[src/rtl/node_phase_ctrl_pkg.sv]
// Shared node definitions: over-the-air packet type codes and controller phase encodings.
package node_phase_ctrl_pkg;

    localparam int PKT_W   = 3;
    localparam int PHASE_W = 3;

    // Packet type codes carried in fPktType / mni_pkt_type / tx_pkt_type.
    // Codes 110 and 111 are unused and ignored by the controller.
    typedef enum logic [PKT_W-1:0] {
        PKT_HB        = 3'b000,
        PKT_CH_ANN    = 3'b001,
        PKT_JOIN      = 3'b010,
        PKT_RECLUSTER = 3'b011,
        PKT_TS        = 3'b100,
        PKT_DATA      = 3'b101
    } pkt_type_e;

    // Controller phases, reported directly on the phase output.
    typedef enum logic [PHASE_W-1:0] {
        PH_IDLE      = 3'd0,
        PH_SETUP     = 3'd1,
        PH_CLUSTER   = 3'd2,
        PH_ROLE_EVAL = 3'd3,
        PH_JOIN      = 3'd4,
        PH_WAIT_TS   = 3'd5,
        PH_STEADY    = 3'd6
    } phase_e;

    // True when a received packet code matches the given packet type.
    function automatic logic pkt_is(input logic [PKT_W-1:0] code, input pkt_type_e t);
        return code == t;
    endfunction

endpackage

[src/rtl/tdma_slot_timer.sv]
// TDMA slot timer: cycle counter within a slot and slot counter within a frame.
// Both counters sit at zero while run is low, so raising run starts a fresh frame.
module tdma_slot_timer #(
    parameter int SLOT_CYCLES = 16,
    parameter int NUM_SLOTS   = 8,
    parameter int SW          = (NUM_SLOTS > 1) ? $clog2(NUM_SLOTS) : 1
) (
    input  logic          clk,
    input  logic          nrst,
    input  logic          run,
    output logic [SW-1:0] slot_cnt,
    output logic          slot_start
);

    localparam int CW = (SLOT_CYCLES > 1) ? $clog2(SLOT_CYCLES) : 1;

    logic [CW-1:0] cycle_cnt_reg;
    logic [SW-1:0] slot_cnt_reg;

    // Advance cycle count each cycle while running; wrap bumps the slot count modulo NUM_SLOTS.
    always_ff @(posedge clk) begin
        if (nrst || !run) begin
            cycle_cnt_reg <= '0;
            slot_cnt_reg  <= '0;
        end else if (cycle_cnt_reg == CW'(SLOT_CYCLES - 1)) begin
            cycle_cnt_reg <= '0;
            slot_cnt_reg  <= (slot_cnt_reg == SW'(NUM_SLOTS - 1)) ? '0 : slot_cnt_reg + 1'b1;
        end else begin
            cycle_cnt_reg <= cycle_cnt_reg + 1'b1;
        end
    end

    assign slot_cnt   = slot_cnt_reg;
    assign slot_start = run && (cycle_cnt_reg == '0);

endmodule

[src/rtl/node_phase_ctrl.sv]
// Node phase controller: walks a sensor node through cluster setup, joining,
// slot assignment and steady-state TDMA transmission.
module node_phase_ctrl
    import node_phase_ctrl_pkg::*;
#(
    parameter int SLOT_CYCLES = 16,
    parameter int NUM_SLOTS   = 8,
    parameter int TS_TIMEOUT  = 4096
) (
    input  logic        clk,
    input  logic        nrst,
    input  logic        start,
    input  logic        pkt_valid,
    input  logic [2:0]  fPktType,
    input  logic        role,
    input  logic        low_E,
    input  logic [15:0] timeslot,
    input  logic        data_pending,
    input  logic        tx_ack,
    output logic        en_MNI,
    output logic [2:0]  mni_pkt_type,
    output logic        tx_req,
    output logic [2:0]  tx_pkt_type,
    output logic [2:0]  phase,
    output logic        slot_miss
);

    localparam int SW = (NUM_SLOTS > 1) ? $clog2(NUM_SLOTS) : 1;
    localparam int TW = $clog2(TS_TIMEOUT + 1);

    phase_e         state_reg, state_next;
    logic           en_mni_reg, en_mni_next;
    logic [2:0]     mni_type_reg, mni_type_next;
    logic           tx_req_reg, tx_req_next;
    logic [2:0]     tx_type_reg, tx_type_next;
    logic           slot_miss_reg, slot_miss_next;
    logic [TW-1:0]  to_cnt_reg, to_cnt_next;
    logic           low_e_reg;

    logic           in_steady;
    logic [SW-1:0]  slot_cnt;
    logic           slot_start;
    logic [SW-1:0]  own_slot;
    logic           own_start;
    logic           pkt_ok;
    logic           ack_ok;
    logic           low_e_rise;

    assign in_steady  = (state_reg == PH_STEADY);
    assign own_slot   = SW'(timeslot % 16'(NUM_SLOTS));
    assign own_start  = slot_start && (slot_cnt == own_slot);
    // A packet arriving while the previous strobe is still out is dropped so
    // en_MNI can never stay high for two cycles in a row.
    assign pkt_ok     = pkt_valid && !en_mni_reg;
    // An acknowledge only counts against an outstanding request.
    assign ack_ok     = tx_ack && tx_req_reg;
    assign low_e_rise = low_E && !low_e_reg;

    tdma_slot_timer #(
        .SLOT_CYCLES (SLOT_CYCLES),
        .NUM_SLOTS   (NUM_SLOTS),
        .SW          (SW)
    ) u_slot_timer (
        .clk        (clk),
        .nrst       (nrst),
        .run        (in_steady),
        .slot_cnt   (slot_cnt),
        .slot_start (slot_start)
    );

    // State, strobe, request and edge-detect registers.
    always_ff @(posedge clk) begin
        if (nrst) begin
            state_reg     <= PH_IDLE;
            en_mni_reg    <= 1'b0;
            mni_type_reg  <= PKT_HB;
            tx_req_reg    <= 1'b0;
            tx_type_reg   <= PKT_HB;
            slot_miss_reg <= 1'b0;
            to_cnt_reg    <= '0;
            low_e_reg     <= 1'b0;
        end else begin
            state_reg     <= state_next;
            en_mni_reg    <= en_mni_next;
            mni_type_reg  <= mni_type_next;
            tx_req_reg    <= tx_req_next;
            tx_type_reg   <= tx_type_next;
            slot_miss_reg <= slot_miss_next;
            to_cnt_reg    <= to_cnt_next;
            low_e_reg     <= low_E;
        end
    end

    // Next-state and output decisions for every phase.
    always_comb begin
        state_next     = state_reg;
        en_mni_next    = 1'b0;
        mni_type_next  = mni_type_reg;
        tx_req_next    = tx_req_reg;
        tx_type_next   = tx_type_reg;
        slot_miss_next = 1'b0;
        to_cnt_next    = '0;

        // The transmitter consumed the pending request, whatever phase we are in.
        if (ack_ok) begin
            tx_req_next = 1'b0;
        end

        case (state_reg)
            PH_IDLE: begin
                if (start) begin
                    state_next = PH_SETUP;
                end
            end

            PH_SETUP: begin
                if (pkt_ok && pkt_is(fPktType, PKT_HB)) begin
                    en_mni_next   = 1'b1;
                    mni_type_next = PKT_HB;
                    state_next    = PH_CLUSTER;
                end
            end

            PH_CLUSTER: begin
                if (pkt_ok && pkt_is(fPktType, PKT_CH_ANN)) begin
                    en_mni_next   = 1'b1;
                    mni_type_next = PKT_CH_ANN;
                    state_next    = PH_ROLE_EVAL;
                end
            end

            PH_ROLE_EVAL: begin
                // Cluster heads skip straight to steady state; members must join.
                if (role) begin
                    state_next = PH_STEADY;
                end else begin
                    state_next   = PH_JOIN;
                    tx_req_next  = 1'b1;
                    tx_type_next = PKT_JOIN;
                end
            end

            PH_JOIN: begin
                if (ack_ok) begin
                    state_next = PH_WAIT_TS;
                end
            end

            PH_WAIT_TS: begin
                if (pkt_ok && pkt_is(fPktType, PKT_TS)) begin
                    en_mni_next   = 1'b1;
                    mni_type_next = PKT_TS;
                    state_next    = PH_STEADY;
                end else if (to_cnt_reg == TW'(TS_TIMEOUT - 1)) begin
                    state_next = PH_SETUP;
                end else begin
                    to_cnt_next = to_cnt_reg + 1'b1;
                end
            end

            PH_STEADY: begin
                if (pkt_ok && pkt_is(fPktType, PKT_DATA)) begin
                    en_mni_next   = 1'b1;
                    mni_type_next = PKT_DATA;
                end else if (pkt_ok && pkt_is(fPktType, PKT_HB)) begin
                    en_mni_next   = 1'b1;
                    mni_type_next = PKT_HB;
                    state_next    = PH_CLUSTER;
                end

                if (ack_ok && (tx_type_reg == PKT_RECLUSTER)) begin
                    // Recluster request sent: restart the setup round.
                    state_next = PH_SETUP;
                end else if (low_e_rise) begin
                    // Energy dropped: recluster request displaces any data request.
                    tx_req_next  = 1'b1;
                    tx_type_next = PKT_RECLUSTER;
                    if (own_start && tx_req_reg) begin
                        slot_miss_next = 1'b1;
                    end
                end else if (own_start) begin
                    if (tx_req_reg) begin
                        slot_miss_next = 1'b1;
                    end else if (data_pending) begin
                        tx_req_next  = 1'b1;
                        tx_type_next = PKT_DATA;
                    end
                end
            end

            default: begin
                state_next = PH_IDLE;
            end
        endcase
    end

    assign en_MNI       = en_mni_reg;
    assign mni_pkt_type = mni_type_reg;
    assign tx_req       = tx_req_reg;
    assign tx_pkt_type  = tx_type_reg;
    assign phase        = state_reg;
    assign slot_miss    = slot_miss_reg;

endmodule

[config.mk]
export PLATFORM = sky130hd
export DESIGN_NAME = node_phase_ctrl
export DESIGN_NICKNAME = d
export VERILOG_FILES = /design/src/rtl/node_phase_ctrl_pkg.sv /design/src/rtl/tdma_slot_timer.sv /design/src/rtl/node_phase_ctrl.sv
export SDC_FILE = /design/constraint.sdc
export NUM_CORES = 1
export LEC_CHECK = 0
export CORE_AREA = 3 3 56 58
export CTS_CLUSTER_DIAMETER = 40
export DETAILED_ROUTE_END_ITERATION = 10
export DIE_AREA = 0 0 59 61
export DONT_BUFFER_PORTS = 1
export PLACE_DENSITY = 0.8
export REMOVE_ABC_BUFFERS = 1
export SYNTH_ARGS = -nofsm -noshare
export SYNTH_HDL_FRONTEND = slang
export SYNTH_SLANG_ARGS = --single-unit
[constraint.sdc]
create_clock -name clk -period 4.19 [get_ports clk]
set_clock_uncertainty 0.2 [all_clocks]
set_input_delay 0.838 -clock clk [delete_from_list [all_inputs] [get_ports clk]]
set_output_delay 0.838 -clock clk [all_outputs]
set_load 0.03 [all_outputs]
**Word-level counts from Yosys, hierarchy flattened**

Cells that the tools add are included.
Widths: inputs -> output; s select.

- Add/subtract/negate cells: 3
- Eq/ne operators: 25
- Multiplexer cells: 40
- Bitwise logic cells: 2
- Reduce and logical (&&, ||, !) cells: 26

Operators with widths:

| cell | count |
|---|---|
| $mux 3 | 19 |
| $pmux 3 s7 | 1 |
| $eq 3x3->1 const B | 6 |
| $mux 1 | 15 |
| $ne 3x3->1 const B | 5 |
| $add 13x1->13 const B | 1 |
| $eq 13x12->1 const B | 1 |
| $ne 2x2->1 const B | 6 |
| $pmux 3 s4 | 1 |
| $logic_and 1x1->1 | 11 |
| $eq 3x2->1 const B | 3 |
| $eq 3x1->1 const B | 2 |
| $logic_not 3->1 | 2 |
| $pmux 3 s2 | 1 |
| $reduce_and 6->1 | 1 |
| $reduce_and 5->1 | 1 |
| $add 4x1->4 const B | 1 |
| $eq 4x4->1 const B | 1 |
| $logic_not 4->1 | 1 |
| $pmux 1 s4 | 1 |
| $reduce_bool 4->1 | 1 |
| $reduce_or 4->1 | 1 |
| $add 3x1->3 const B | 1 |
| $eq 3x3->1 | 1 |
| 9 further kinds | 12 |

- Flip-flop bits (word level): 33
- Input port bits: 27
- Output and inout port bits: 12
- Word-level logic and storage cells: 106

**Logic depth before layout (Yosys ltp)**

Gate-level depths: netlist of the first run.

- Depth after elaboration: 8
- Depth in mapped cells: 7
- Depth with buffers taken out: 7

**Hierarchy**

From an unflattened synthesis of the first run, not the netlist that was laid out.

- Cells, all modules: 180
- Area, all modules: 1651.6 um2

Modules (own cells, without submodules):

| module | instances | cells each | area an instance (um2) | seq. area each (um2) |
|---|---|---|---|---|
| node_phase_ctrl | 1 | 149 | 1322.5 | 520.5 |
| tdma_slot_timer | 1 | 31 | 329.1 | 140.1 |

**Worst setup path before layout of the first run**

Ideal clock, no wire load.

- Path type: input to register
- From: in fPktType[1]
- To: reg state_reg[0], in the netlist phase[0]
- Setup time: 0.116 ns
- Arrival: 2.119 ns
- Data required time: 3.874 ns
- Setup slack: 1.755 ns
- Stages: 5
- Buffers on the path: 1
- Cells stage by stage: or3b_1 -> buf_6 -> or4_4 -> nor2b_4 -> o211a_1

- Word-level cells in the longest chain between the ends: 6
- Elaborated cells on any way between the ends: 17
- Classes of those cells: 6 x eq/ne; 5 x mux; 6 x reduce/logical

Ends and longest elaborated chain:

| what | line | text |
|---|---|---|
| start: declaration | node_phase_ctrl.sv:14 | `input logic [2:0] fPktType,` |
| $logic_not 3->1 | node_phase_ctrl_pkg.sv:31 | `return code == t;` |
| $logic_and 1x1->1 | node_phase_ctrl.sv:117, node_phase_ctrl.sv:165 |  |
| $mux 3 (3 in a row) | n/a |  |
| $pmux 3 s7 | node_phase_ctrl.sv:109 | `case (state_reg)` |
| end signal: assignment | node_phase_ctrl.sv:83 | `state_reg <= state_next;` |
| end: declaration | node_phase_ctrl.sv:31 | `phase_e state_reg, state_next;` |

Several ways; a longest one is shown, not always the timed one. The select of a mux whose other input is x is not followed.
A chain may end at the register's enable or synchronous reset.

**Worst setup path in the final report of the first run**

- From: reg state_reg[0], in the netlist phase[0]
- To: reg state_reg[0], in the netlist phase[0]

- Word-level cells in the longest chain between the ends: 4
- Elaborated cells on any way between the ends: 17
- Classes of those cells: 11 x eq/ne; 4 x mux; 2 x reduce/logical

Ends and longest elaborated chain:

| what | line |
|---|---|
| $mux 3 (3 in a row) | n/a |
| $pmux 3 s7 | node_phase_ctrl.sv:109 |

Several ways; a longest one is shown, not always the timed one. The select of a mux whose other input is x is not followed.

==> results.md, run 1 <==
Run status:
- The flow ran to the end, and the final reports show no timing, DRC or antenna violations.

Layout:
- The net count reported at finish is 227.
- Cells fill 64.0% of the core in the end.
- The number of flip-flops under the largest register name is 13.
- The area of all sequential standard cells is 661 um2.
- In the final layout, the share of cells above drive strength 1 is under 10%.
- The combined area of the multi-input logic cells is 951 um2.
- From synthesis to final layout, the design area changed by 2.51%.
- The total of fill cells in the finished design is 234.
- The final standard cell count with taps included and fillers excluded is around 230.
- The finished cells cover 1740 um2.
- The number of diodes added for antenna fixing is 0.

Yosys:
- In this run, synthesis produced a sequential element count of 33.
- After synthesis, flip-flops and latches occupy 39.0% of the total area.
- The adder-cell area share of the yosys netlist is 3.70%.
- The portion of synthesized cell area occupied by the leading cell type is 39.0%.
- The complex-gate fraction of the synthesized area is 16.1%.
- Summing the areas of all xor and xnor instances in the mapped netlist gives 8.28% of the synthesized area.
- The cell count after synthesis is 197.
- Yosys printed 0 warnings.
- In this run, synthesis inferred 0 flip-flops with an integrated enable.
- The summed instance area of the synthesized netlist is between 1500 and 2000 um2.
- The share of flip-flops with an asynchronous set or reset after synthesis is 0%.
- The main combinational cell family by area after synthesis is simple AND/OR/NAND/NOR gates.
- The simple logic cell fraction of the synthesized area is 26.8%.
- The post-synthesis cell type with the largest combined area is sky130_fd_sc_hd__dfxtp_1.
- The synthesized netlist contains 48 unique library cells.
- The portion of synthesized area spent on multiplexers is under 10%.
- After synthesis, the cell types taking the most area are sky130_fd_sc_hd__dfxtp_1, sky130_fd_sc_hd__nor2_1, sky130_fd_sc_hd__xor2_1.
- Dividing the synthesized area by the synthesized cell count gives 8.59 um2.
- The most used flip-flop cell after synthesis is sky130_fd_sc_hd__dfxtp_1.

Power:
- For this design the ratio of total power to cell area is 323 nW/um2.
- The reported net switching power is approximately 150 uW.
- In this run switching power makes up 26.0% of total power.
- Internal power comes to 415 uW.
- The highest ir drop seen on vdd is 0.000247 V.
- In this run, flip-flops and latches consume 60.2% of the power.
- The part of the power in the clock network is 32.2%.
- For this design the static power due to leakage is about 0.00066 uW.
- Combinational cells account for 7.6% of the total power.

CTS:
- Hold repair after CTS inserted 0 buffers.
- The number of H-tree branching levels is 2.
- The clock edge transition at the registers on the reported setup and hold paths is 0.10 ns.
- Post-CTS repair changed the size of 0 cells.
- The longest clock path from root to sink contains 2 buffers.
- The source-to-sink clock delay at the later pin of the worst-skew pair is 0.33 ns.
- Buffers added to address setup during post-CTS repair amount to 0.
- CTS placed an instance of sky130_fd_sc_hd__clkbuf_4 at the clock tree root.
- The number of buffers created by CTS is 5.
- TritonCTS built the clock tree.
- The clock sink total is 33.

STA:
- The headroom to the max-slew limit is between 40% and 50%.
- The final period utilization is a little over half.
- Counting I/O delays and the setup requirement, the final critical path takes 2.26 ns.
- The transition time at the pin with the least slew margin is 0.813 ns.
- The highest clock frequency the design can meet is 443 MHz.
- The sum of negative setup slack is 0 ns.
- The hold slack is 0.254 ns.
- The number of endpoints with negative hold slack in the final report came to 0.
- Setup violations remaining at the end of the flow were counted as 0.
- The number of max-slew violations in the final report is 0.
- Setup repair after global routing left no endpoint under its margin.

Place:
- The count of buffers added on input and output ports is 0.
- The final estimated routing congestion in global placement is 0.909.
- The post-DP HPWL is 2540 um.
- The number of placed cells counting well taps is 219.
- The total placed instance area is 1680 um2.

Global routing:
- The global-route wire length before repair is approximately 5900 um.
- The total routing usage reported by global routing is 21.8%.
- The overall overflow remaining after global route is 0.
- The number of antenna violations at the first check in global routing is 0.
- The number of global-route vias before repair is 1353.
- The maximum number of pins on one net before global-route repair is 17.

Worst setup path:
- The type of origin of the critical path is a register.
- Grouping stages by cell kind, the critical path spends the most delay in flip-flops.
- The worst setup path is captured at a register.
- By startpoint and endpoint, the worst setup path is classified as register to register.
- The slowest stage of the critical path is the sky130_fd_sc_hd__dfxtp_1 cell.
- The data required time at the worst endpoint is 4.22 ns.
- The maximum cell stage delay along the critical path is 0.75 ns.
- Data arrives at the worst endpoint at around 2.3 ns.
- The count of buffer and inverter cells on the critical path is 1.
- The biggest fanout along the worst timing path is 12.
- Walking the worst path, the cells encountered are inv_1 -> or4_4 -> nor2b_4 -> o211a_1.

Flow run:
- Max-cap violations in this run came to 0.

Floorplanning:
- The area inside the core boundary is 2710 um2.
- The overall die height is 61 um.
- The horizontal die dimension is 59 um.
- The I/O pin total is 39.
- The floorplan step defined a die boundary enclosing 3600 um2.
- In this run the core area contains 19 standard-cell rows.
- Once the floorplan was initialized, standard cells occupied 62.5% of the core.

Routing:
- The detailed router finished its first iteration with 62 violations.
- The detailed router placed about 1.4k vias in this run.
- In the routed layout, each cell is associated on average with a via count of 6.25.
- The count of nets left with antenna violations once routing finished came out at 0.
- The pre-antenna-repair detailed-routing pass consisted of 4 iterations.
- For this run, design rule violations remaining after detail routing come to 0.
- Dividing the detail-routed wire length by the instance count gives 15.4 um.
- The total length of routed wires is 3480 um.

Hold path:
- The path class of the lowest-slack min-delay path is register to register.
## logic make-up (layout without fill, tap and decap cells)
group	Yosys count	count (layout)
AO/OA/AOI/OAI	40	40
XOR/XNOR	16	16
adder cells (fa/ha/maj)	5	5
buffers and inverters	17	15
flip-flops	33	33
multiplexers	2	2
AND/OR/NAND/NOR	84	84
## synth_stat cells (3+ instances only)
cell,instances
sky130_fd_sc_hd__and2_1,3
sky130_fd_sc_hd__a21oi_1,9
sky130_fd_sc_hd__nand4_1,5
sky130_fd_sc_hd__clkbuf_1,5
sky130_fd_sc_hd__dfxtp_1,33
sky130_fd_sc_hd__xnor2_1,6
sky130_fd_sc_hd__nand2_1,10
sky130_fd_sc_hd__nor3b_1,4
sky130_fd_sc_hd__nor3_1,4
sky130_fd_sc_hd__a32oi_1,3
sky130_fd_sc_hd__nor2b_1,3
sky130_fd_sc_hd__o21ai_0,9
sky130_fd_sc_hd__ha_1,5
sky130_fd_sc_hd__xor2_1,10
sky130_fd_sc_hd__inv_1,8
sky130_fd_sc_hd__and3_1,9
sky130_fd_sc_hd__nor2_1,28
sky130_fd_sc_hd__nand3_1,7
## layout by cell type, fill, tap and decap left out, types with 4 or more instances in the layout
cell type / synthesis / layout
sky130_fd_sc_hd__dfxtp_1: 33 / 33
sky130_fd_sc_hd__nand2_1: 10 / 10
sky130_fd_sc_hd__nor3b_1: 4 / 4
sky130_fd_sc_hd__xor2_1: 10 / 10
sky130_fd_sc_hd__o21ai_0: 9 / 9
sky130_fd_sc_hd__nor2_1: 28 / 28
sky130_fd_sc_hd__a21oi_1: 9 / 9
sky130_fd_sc_hd__ha_1: 5 / 5
sky130_fd_sc_hd__xnor2_1: 6 / 6
sky130_fd_sc_hd__nor3_1: 4 / 4
sky130_fd_sc_hd__and3_1: 9 / 9
sky130_fd_sc_hd__inv_1: 8 / 8
sky130_fd_sc_hd__nand4_1: 5 / 5
sky130_fd_sc_hd__clkbuf_4: 0 / 5
sky130_fd_sc_hd__nand3_1: 7 / 7
## layout make-up
| class | instances | area share (%) |
|---|---|---|
| Inverter | 8 | 1.73 |
| Clock buffer | 7 | 3.17 |
| Sequential cell | 33 | 38.1 |
| Tap cell | 31 | 2.24 |
| Multi-Input combinational cell | 147 | 54.8 |
## metal layers
layer  vias up  wire (um)  global-route usage (%)
li1        698          -                       -
met1       655       1480                    27.9
met2        58       1710                    32.6
met3         2        272                    8.51
met4         0         17                    9.39
met5         -          0                       0
## worst register-to-register path: cells and delay by family (launching register included)
family | cells | cell delay (ns)
simple gates | 2 | 0.75
buf+inv | 1 | 0.24
compound gates | 1 | 0.22
flops | 1 | 0.75
## worst paths after layout
| path | from | endpoint | slack [ns] | cells after the start |
|---|---|---|---|---|
| worst max-delay path | phase[0]$_SDFFE_PP0P_ | phase[0]$_SDFFE_PP0P_ | 1.93 | 4 |
| worst min-delay path | to_cnt_reg[0]$_SDFF_PP0_ | to_cnt_reg[0]$_SDFF_PP0_ | 0.25 | 1 |
| worst max register to register | phase[0]$_SDFFE_PP0P_ | phase[0]$_SDFFE_PP0P_ | 1.93 | 4 |
| worst min register to register | to_cnt_reg[0]$_SDFF_PP0_ | to_cnt_reg[0]$_SDFF_PP0_ | 0.25 | 1 |
## through the flow
stage	setup WS, ns	power (uW)
final	1.93	560
after global routing	1.76	589
after CTS	1.96	566
after detailed placement	1.65	386
after global placement	1.67	384
after floorplan	1.75	375
## power groups by stage
| stage | registers, uW | logic [uW] | clock network (uW) |
|---|---|---|---|
| final | 338 | 42.5 | 180 |
| after global routing | 339 | 49.3 | 200 |
| after CTS | 337 | 42.0 | 187 |
| after detailed placement | 345 | 41.7 | 0 |
| after global placement | 344 | 40.4 | 0 |
| after floorplan | 341 | 34.4 | 0 |
(Power assumes the default switching activity.)
==> run 2, diff against run 1 <==
- CORE_AREA: 3 3 56 58 -> 3 3 57 59
- DIE_AREA: 0 0 59 61 -> 0 0 60 62
- PLACE_DENSITY: 0.8 -> 0.78
- clock period: 4.19 -> 2.2 ns (I/O delays scaled with it)
==> run 2 against run 1 <==
  * Setup slack lost 1.7 ns
  * Fmax grew 14%
  * Global-route usage shrank 0.38 points
  * Core utilization grew 3.0 points
  * Cell area grew 6.5%
  * Die area grew 3.4%
  * Combinational power grew to 2.9 times the previous value
  * Wire length grew 5.9%
  * Clock-buffer cell count is the same
  * Critical endpoint is now phase[2]$_SDFFE_PP0P_
  * Highest routed layer unchanged
==> results.md, run 2 (synthesis results as in run 1) <==
Power:
- The leakage power is 0.000726 uW.
- The highest ir drop seen on vdd is 0.000445 V.
- Dividing total power by cell area gives a power density of 589 nW/um2.

Floorplanning:
- The die covers 3720 um2.
- The total number of placement rows is 19.
- The initial core utilization is 61.4%.
- The die is 62 um tall.
- For this design the top-level I/O count stands at 39.
- The area inside the core boundary is 2760 um2.
- In this run the horizontal extent of the chip is 60 um.

CTS:
- The buffer type at the clock tree root is sky130_fd_sc_hd__clkbuf_4.
- In this run the post-CTS setup repair buffer count came out at 0.
- TritonCTS built the clock tree.
- The number of H-tree branching levels is 2.
- The clock sink total is 33.
- The later pin in the worst-skew pair is clocked with a latency of 0.32 ns.
- The number of buffers created by CTS is 5.
- The clock edge transition at the registers on the reported setup and hold paths is 0.10 ns.
- The worst-case clock buffer depth is 2.

Layout:
- The total of fill cells in the finished design is approximately 230.
- The top cell types in the final layout, fill and taps aside, are sky130_fd_sc_hd__dfxtp_1, sky130_fd_sc_hd__nor2_1, sky130_fd_sc_hd__nand2_1, sky130_fd_sc_hd__xor2_1.
- The library cell used most frequently in the layout, excluding fill and tap cells, is sky130_fd_sc_hd__dfxtp_1.
- The final core utilization is about two thirds.
- The layout cell share with drive strength beyond 1 is 10.6%.
- After the last flow step, the layout net total stands at around 240.
- The register with the most flip-flops in the layout has 13 of them.
- The area growth from synthesis to layout is 9.16%.
- The final standard cell count with taps included and fillers excluded is 238.
- The total non-filler cell area in the finished layout is 1850 um2.
- The number of diodes added for antenna fixing is 0.

Global routing:
- The first global-routing pass estimated 5980 um of wire.
- Global routing used 21.4% of the available tracks across all layers.
- The overall overflow remaining after global route is 0.
- The number of global-route vias before repair came to 1361.
- Entering global routing, the biggest net connects 15 pins.
- The number of antenna violations at the first check in global routing is 0.

Worst setup path:
- Data on the critical path arrives at its endpoint at 1.98 ns.
- The maximum cell stage delay along the critical path is 0.48 ns.
- The critical path goes through or3b_1 -> buf_4 -> nor3b_2 -> o31ai_1 -> o211ai_1 -> a311oi_1.
- The type of origin of the critical path is a register.
- The cell type of the slowest stage on the worst timing path is sky130_fd_sc_hd__or3b_1.
- The biggest fanout along the worst timing path is 7.
- The critical setup path kind is register to register.
- The worst setup path is captured at a register.
- The count of buffer and inverter cells on the critical path is 1.
- The data required time at the worst endpoint is 2.20 ns.
- The dominant delay contributor by cell family on the critical path is simple AND/OR/NAND/NOR gates.

Place:
- The wire-length estimate of the detail-placed layout is 2690 um.
- Once placement finished, the instance area stood at between 1500 and 2000 um2.
- The count of input and output buffers is 0.
- The number of placed instances, taps included, is 229.
- The final estimated routing congestion in global placement is about 0.9.

Run status:
- The run finished with clean final reports.

STA:
- The clock period could shrink to 1.98 ns.
- The transition time at the pin with the least slew margin is 0.522 ns.
- Setup repair after global routing left no endpoint under its margin.
- Setup violations remaining at the end of the flow were counted as 0.
- Adding up every negative setup slack in the final design gives 0 ns.
- Timing would allow up to about 510 MHz.
- The headroom to the max-slew limit is 65.2%.
- In the finished design, the share of the clock period the worst path needs comes to about nine tenths.
- The number of endpoints with negative hold slack in the final report was 0.
- The number of max-slew violations in the final report is 0.

Routing:
- The number of vias after detailed routing is between 1k and 1.5k.
- The first TritonRoute pass finished after 4 iterations.
- The DRC violations left is 0.
- The detail-routed net length per standard cell is 15.5 um.
- The total length of routed wires is between 3000 and 4000 um.
- The remaining antenna violation count after routing is 0.
- After the first detailed-routing iteration, the DRC count stood at 141.
- After detailed routing, the number of vias per cell comes to ~6.3.

Hold path:
- The path class of the lowest-slack min-delay path is input pin to register.

Flow run:
- The count of maximum capacitance violations is 0.
[run 2: changes by cell type in the layout (fill, tap and decap cells not counted), sizes merged]
cell	change
buf	+10
dlygate4sd3	+2
[run 2: worst reg2reg max path: stages (launching register included)]
cell	delay, ns
sky130_fd_sc_hd__dfxtp_1	0.32
sky130_fd_sc_hd__or3b_1	0.48
sky130_fd_sc_hd__buf_4	0.18
sky130_fd_sc_hd__nor3b_2	0.21
sky130_fd_sc_hd__o31ai_1	0.12
sky130_fd_sc_hd__o211ai_1	0.24
sky130_fd_sc_hd__a311oi_1	0.13
[run 2: cell type report]
class | instances | area [um2] | share of cell area, %
repair buffers | 12 | 108 | 5.82
multi-input cells | 147 | 956 | 51.7
clock buffers | 7 | 55.1 | 2.98
inverters | 8 | 30.0 | 1.62
well taps | 31 | 38.8 | 2.10
flip-flops and latches | 33 | 661 | 35.7
[run 2: through the flow]
step / hold slack [ns] / worst slack, ns / power [uW]
after floorplan: 0.213 / 0.141 / 715
after global placement: 0.219 / 0.111 / 751
after detailed placement: 0.237 / 0.116 / 756
after CTS: 0.00642 / 0.141 / 1100
after global routing: 0.0631 / 0.0976 / 1150
final: 0.0674 / 0.224 / 1090
[run 2: path summary, 6_finish.rpt]
path	slack, ns	depth (start not counted)	startpoint	to
min	0.07	2	low_E	low_e_reg$_SDFF_PP0_
max	0.22	6	en_MNI$_SDFF_PP0_	phase[2]$_SDFFE_PP0P_
max reg2reg	0.22	6	en_MNI$_SDFF_PP0_	phase[2]$_SDFFE_PP0P_
min reg2reg	0.26	1	to_cnt_reg[0]$_SDFF_PP0_	to_cnt_reg[0]$_SDFF_PP0_
[run 2: what timing repair did]
item	4_1_cts	5_1_grt
hold buffers	1	1
hold endpoints to repair	8	1
endpoints found under the setup margin	0	1
resized for setup	0	1
[run 2: where the power goes]
part	total (uW)	leakage [uW]	internal [uW]	switching, uW
clock network	338	0.0000314	151	187
registers	625	0.000267	606	19.9
logic	125	0.000429	51.6	73.8
total	1090	0.000726	808	281
[run 2: per-layer routing]
layer | wire length, um | vias up | GRT usage [%]
li1 | - | 722 | -
met1 | 1600 | 705 | 27.4
met2 | 1750 | 65 | 34.9
met3 | 299 | 6 | 6.20
met4 | 36 | 0 | 6.65
met5 | 0 | - | 0
==> run 3, diff against run 2 <==
- ABC_AREA: unset -> 1
- CELL_PAD_IN_SITES_DETAIL_PLACEMENT: unset -> 0
- CELL_PAD_IN_SITES_GLOBAL_PLACEMENT: unset -> 1
- CORE_AREA: 3 3 57 59 -> 5 5 70 72
- DIE_AREA: 0 0 60 62 -> 0 0 75 77
- PLACE_DENSITY: 0.78 -> 0.79
==> run 3 against run 2 <==
  * Sequential power shrank 2%
  * Highest routed layer unchanged
  * Synthesized area grew 4.5%
  * Cell area grew 6.2%
  * Die area grew 55%
  * Register-to-register slack gained 0.08 ns
  * Clock-buffer cell count grew 1
  * Final cell count grew 34%
  * Non-clock buffer count shrank 4
==> results.md, run 3 <==
Run status:
- The run finished with clean final reports.

CTS:
- The clock edge transition at the registers on the reported setup and hold paths is 0.07 ns.
- The TritonCTS clock tree is yes.
- The number of setup buffers added after CTS is 0.
- The clock sink total is 33.
- The clock tree synthesis step divided the H-tree into 2 levels.
- The buffer type at the clock tree root is sky130_fd_sc_hd__clkbuf_8.
- Counting the buffers created by CTS gives 5.
- The clock passes through at most 2 buffers.
- Hold repair after CTS inserted 0 buffers.
- The number of instances resized during post-cts repair is 0.
- The source-to-sink clock delay at the later pin of the worst-skew pair is 0.28 ns.

Yosys:
- The share of flip-flops with an asynchronous set or reset after synthesis is 0%.
- The sequential share of the synthesized area is about 37%.
- The portion of synthesized cell area occupied by the leading cell type is 37.3%.
- A synthesized cell averages between 6 and 7 um2.
- In this run, synthesis inferred 0 flip-flops with an integrated enable.
- The cell count after synthesis is 253.
- Ranked by total cell area, the synthesized netlist is headed by sky130_fd_sc_hd__dfxtp_1, sky130_fd_sc_hd__nand2_1, sky130_fd_sc_hd__nor2_1.
- The number of distinct library cells after synthesis is 30.
- For this run, the leading register cell type out of synthesis is sky130_fd_sc_hd__dfxtp_1.
- By instance count, the leading cell after synthesis is sky130_fd_sc_hd__nand2_1.
- Synthesis inferred 33 register bits.
- The summed instance area of the synthesized netlist is 1770 um2.
- The post-synthesis cell type with the largest combined area is sky130_fd_sc_hd__dfxtp_1.
- Sorting the synthesized cells by how often they occur yields sky130_fd_sc_hd__nand2_1, sky130_fd_sc_hd__nor2_1, sky130_fd_sc_hd__dfxtp_1, sky130_fd_sc_hd__inv_1, sky130_fd_sc_hd__nand3_1.
- The count of yosys warnings during synthesis is 0.

Worst setup path:
- The worst setup path startpoint is phase[1]$_SDFFE_PP0P_.
- The signal on the critical path passes through nand2_1 -> nor2_1 -> nand2_1 -> nand2_1 -> nor2_1 -> a21boi_0 -> nor2_1.
- The critical setup path kind is register to register.
- The capturing element type of the critical path is a register.
- Of all nets on the critical path, the largest fanout is 7.
- The maximum cell stage delay along the critical path is between 0.6 and 0.7 ns.
- The cell type of the slowest stage on the worst timing path is sky130_fd_sc_hd__dfxtp_1.
- At the worst endpoint, the required time is 2.17 ns.
- STA puts the critical path data arrival time at between 1.5 and 2 ns.
- The worst setup path endpoint is phase[0]$_SDFFE_PP0P_.
- For flop-to-flop paths, the worst setup slack is 0.30 ns.
- The type of origin of the critical path is a register.
- The endpoint identified for the worst register-to-register timing path is phase[0]$_SDFFE_PP0P_.
- Counting cells, the worst reg-to-reg path comes to 7.
- The startpoint of the most critical register-to-register path is phase[1]$_SDFFE_PP0P_.

Hold path:
- The cell count of the worst hold path is 1.
- In this run the most critical hold path is launched from nrst.
- In this run the worst hold path is classified as input pin to register.

Routing:
- The detail route stage leaves a number of antenna-violating nets equal to 0.
- The number of vias after detailed routing is 1505.
- The first TritonRoute pass finished after 4 iterations.
- The total length of routed wires is ~3500 um.
- The detail-routed net length per standard cell is 10.9 um.
- The DRC violations left is 0.
- The per-cell via count in the routed design is 4.72.
- After the first detailed-routing iteration, the DRC count stood at 88.

Power:
- Dividing total power by cell area gives a power density of 564 nW/um2.
- Combinational logic is responsible for 5.4% of the overall power.
- The part of the power in the clock network is 39.4%.
- The leakage power is between 0.0008 and 0.0009 uW.
- For this design the total switching power over the nets is roughly 260 uW.
- The sequential group share of total power is a little under three fifths.
- The worst-case IR drop observed on VDD is around 0.00032 V.
- The switching portion of total power is 23.3%.
- The total internal power is 849 uW.

STA:
- At the pin with the least slew margin, the transition time is between 0.5 and 0.6 ns.
- The clock period could shrink to 1.90 ns.
- The number of max-slew violations in the final report came to 0.
- Setup repair after global routing left no endpoint under its margin.
- Setup violations remaining at the end of the flow were counted as 0.
- Based on the critical path, the design can be clocked at up to 527 MHz.
- The number of endpoints with negative hold slack in the final report is 0.
- Measured against its own limit, the worst slew margin works out to 62.4%.
- The final period utilization is 86.3%.
- After routing, the total negative slack on setup checks comes to 0 ns.

Layout:
- The register with the most flip-flops in the layout has 13 of them.
- The net count reported at finish is about 300.
- The most common cell after layout, fill and taps aside is sky130_fd_sc_hd__nand2_1.
- Fill cells in the final layout number 430.
- Leaving out fill and tap cells, the most frequent cells in the layout are sky130_fd_sc_hd__nand2_1, sky130_fd_sc_hd__nor2_1, sky130_fd_sc_hd__inv_1, sky130_fd_sc_hd__dfxtp_1, sky130_fd_sc_hd__nand3_1.
- The number of antenna diodes in the final layout is 0.
- Summing all non-filler instances in the final layout gives an area of 1960 um2.
- Cells with a size suffix above 1 make up between 10% and 20% of the layout.
- The area growth from synthesis to layout is 10.9%.

Floorplanning:
- The I/O pin total is 39.
- The initial core utilization is a little over two fifths.
- The total area inside the core boundary comes to about 4200 um2.
- The horizontal die dimension is 75 um.
- The die footprint is 5780 um2.
- Row generation in the floorplan step produced 24 rows.
- The overall die height is 77 um.

Global routing:
- The number of antenna violations at the first check in global routing is 0.
- The number of global-route vias before repair was 1416.
- The total routing usage reported by global routing is 13.6%.
- The overall overflow remaining after global route is 0.
- Entering global routing, the biggest net connects 14 pins.
- The global-route wire length before repair is 6110 um.

Place:
- The final estimated routing congestion in global placement is 0.779.
- The count of input and output buffers is 0.
- Summing all placed instances gives a cell area of around 1900 um2.
- The post-DP HPWL is 2720 um.

Flow run:
- Across the run, the number of max-cap violations was 0.
==> run 3: cell types whose count changed after synthesis, moves of 6 or more <==
cell	previous run	this run
sky130_fd_sc_hd__xor2_1	10	4
sky130_fd_sc_hd__nand2_1	10	55
sky130_fd_sc_hd__o21ai_0	9	3
sky130_fd_sc_hd__and3_1	9	0
sky130_fd_sc_hd__nand3_1	7	18
sky130_fd_sc_hd__nor2_1	28	43
sky130_fd_sc_hd__nor2_2	0	10
sky130_fd_sc_hd__inv_1	8	33
==> run 3: kinds of logic (layout without fill, tap and decap cells) <==
| kind of cell | Yosys count | count (layout) | share of synthesized area (%) |
|---|---|---|---|
| AND/OR/NAND/NOR | 144 | 144 | 38.2 |
| buffers and inverters | 39 | 53 | 8.70 |
| flip-flops | 33 | 33 | 37.3 |
| AO/OA/AOI/OAI | 25 | 25 | 8.77 |
| XOR/XNOR | 7 | 7 | 3.47 |
| adder cells (fa/ha/maj) | 5 | 5 | 3.54 |
==> run 3: power by group through the flow <==
stage	clock network, uW	logic, uW	registers (uW)
2_1_floorplan	0	41.2	629
3_3_place_gp	0	57.8	624
3_5_place_dp	0	58.0	625
4_1_cts	455	58.1	611
5_1_grt	489	69.6	611
6_report	436	59.4	611
==> run 3: metal layers <==
| metal | vias to the layer above | wire, um | track usage (%) | share of wire, % |
|---|---|---|---|---|
| li1 | 825 | - | - | - |
| met1 | 642 | 1640 | 17.3 | 47 |
| met2 | 29 | 1570 | 20.6 | 45 |
| met3 | 9 | 177 | 3.14 | 5.1 |
| met4 | 0 | 96 | 7.65 | 2.8 |
| met5 | - | 0 | 0 | 0 |
==> run 3: final cells by class <==
type / instances / area (um2) / area share [%]
multi-input combinational: 181 / 955 / 48.7
sequential: 33 / 661 / 33.7
inverter: 37 / 139 / 7.08
clock buffer: 8 / 80.1 / 4.08
tap: 52 / 65.1 / 3.32
timing repair buffer: 8 / 62.6 / 3.19
==> run 3: how the worst min path moves through the flow <==
stage                                  endpoint  slack, ns
finish              tx_pkt_type[0]$_SDFFE_PP0P_       0.02
global placement       to_cnt_reg[0]$_SDFF_PP0_       0.24
detailed placement     to_cnt_reg[0]$_SDFF_PP0_       0.24
floorplan              to_cnt_reg[0]$_SDFF_PP0_       0.23
global route                  en_MNI$_SDFF_PP0_     0.0006
CTS                       phase[1]$_SDFFE_PP0P_      0.004
==> run 3: stage by stage <==
| step | setup slack [ns] | utilization (%) | total power (uW) | cells | hold slack (ns) |
|---|---|---|---|---|---|
| after detailed placement | 0.290 | 44.2 | 683 | 310 | 0.243 |
| final | 0.301 | 46.3 | 1110 | 319 | 0.0178 |
| after global placement | 0.288 | 44.2 | 682 | 310 | 0.238 |
| after global routing | 0.0823 | 46.3 | 1170 | 319 | 0.000598 |
| after CTS | 0.278 | 46.1 | 1120 | 318 | 0.00374 |
| after floorplan | 0.421 | - | 670 | 251 | 0.228 |
==> run 3: worst max-delay path, delay by kind of cell (launching register included) <==
kind / cells / cell delay, ns
flip-flops: 1 / 0.68
AND/OR/NAND/NOR: 6 / 0.75
AO/OA/AOI/OAI: 1 / 0.17
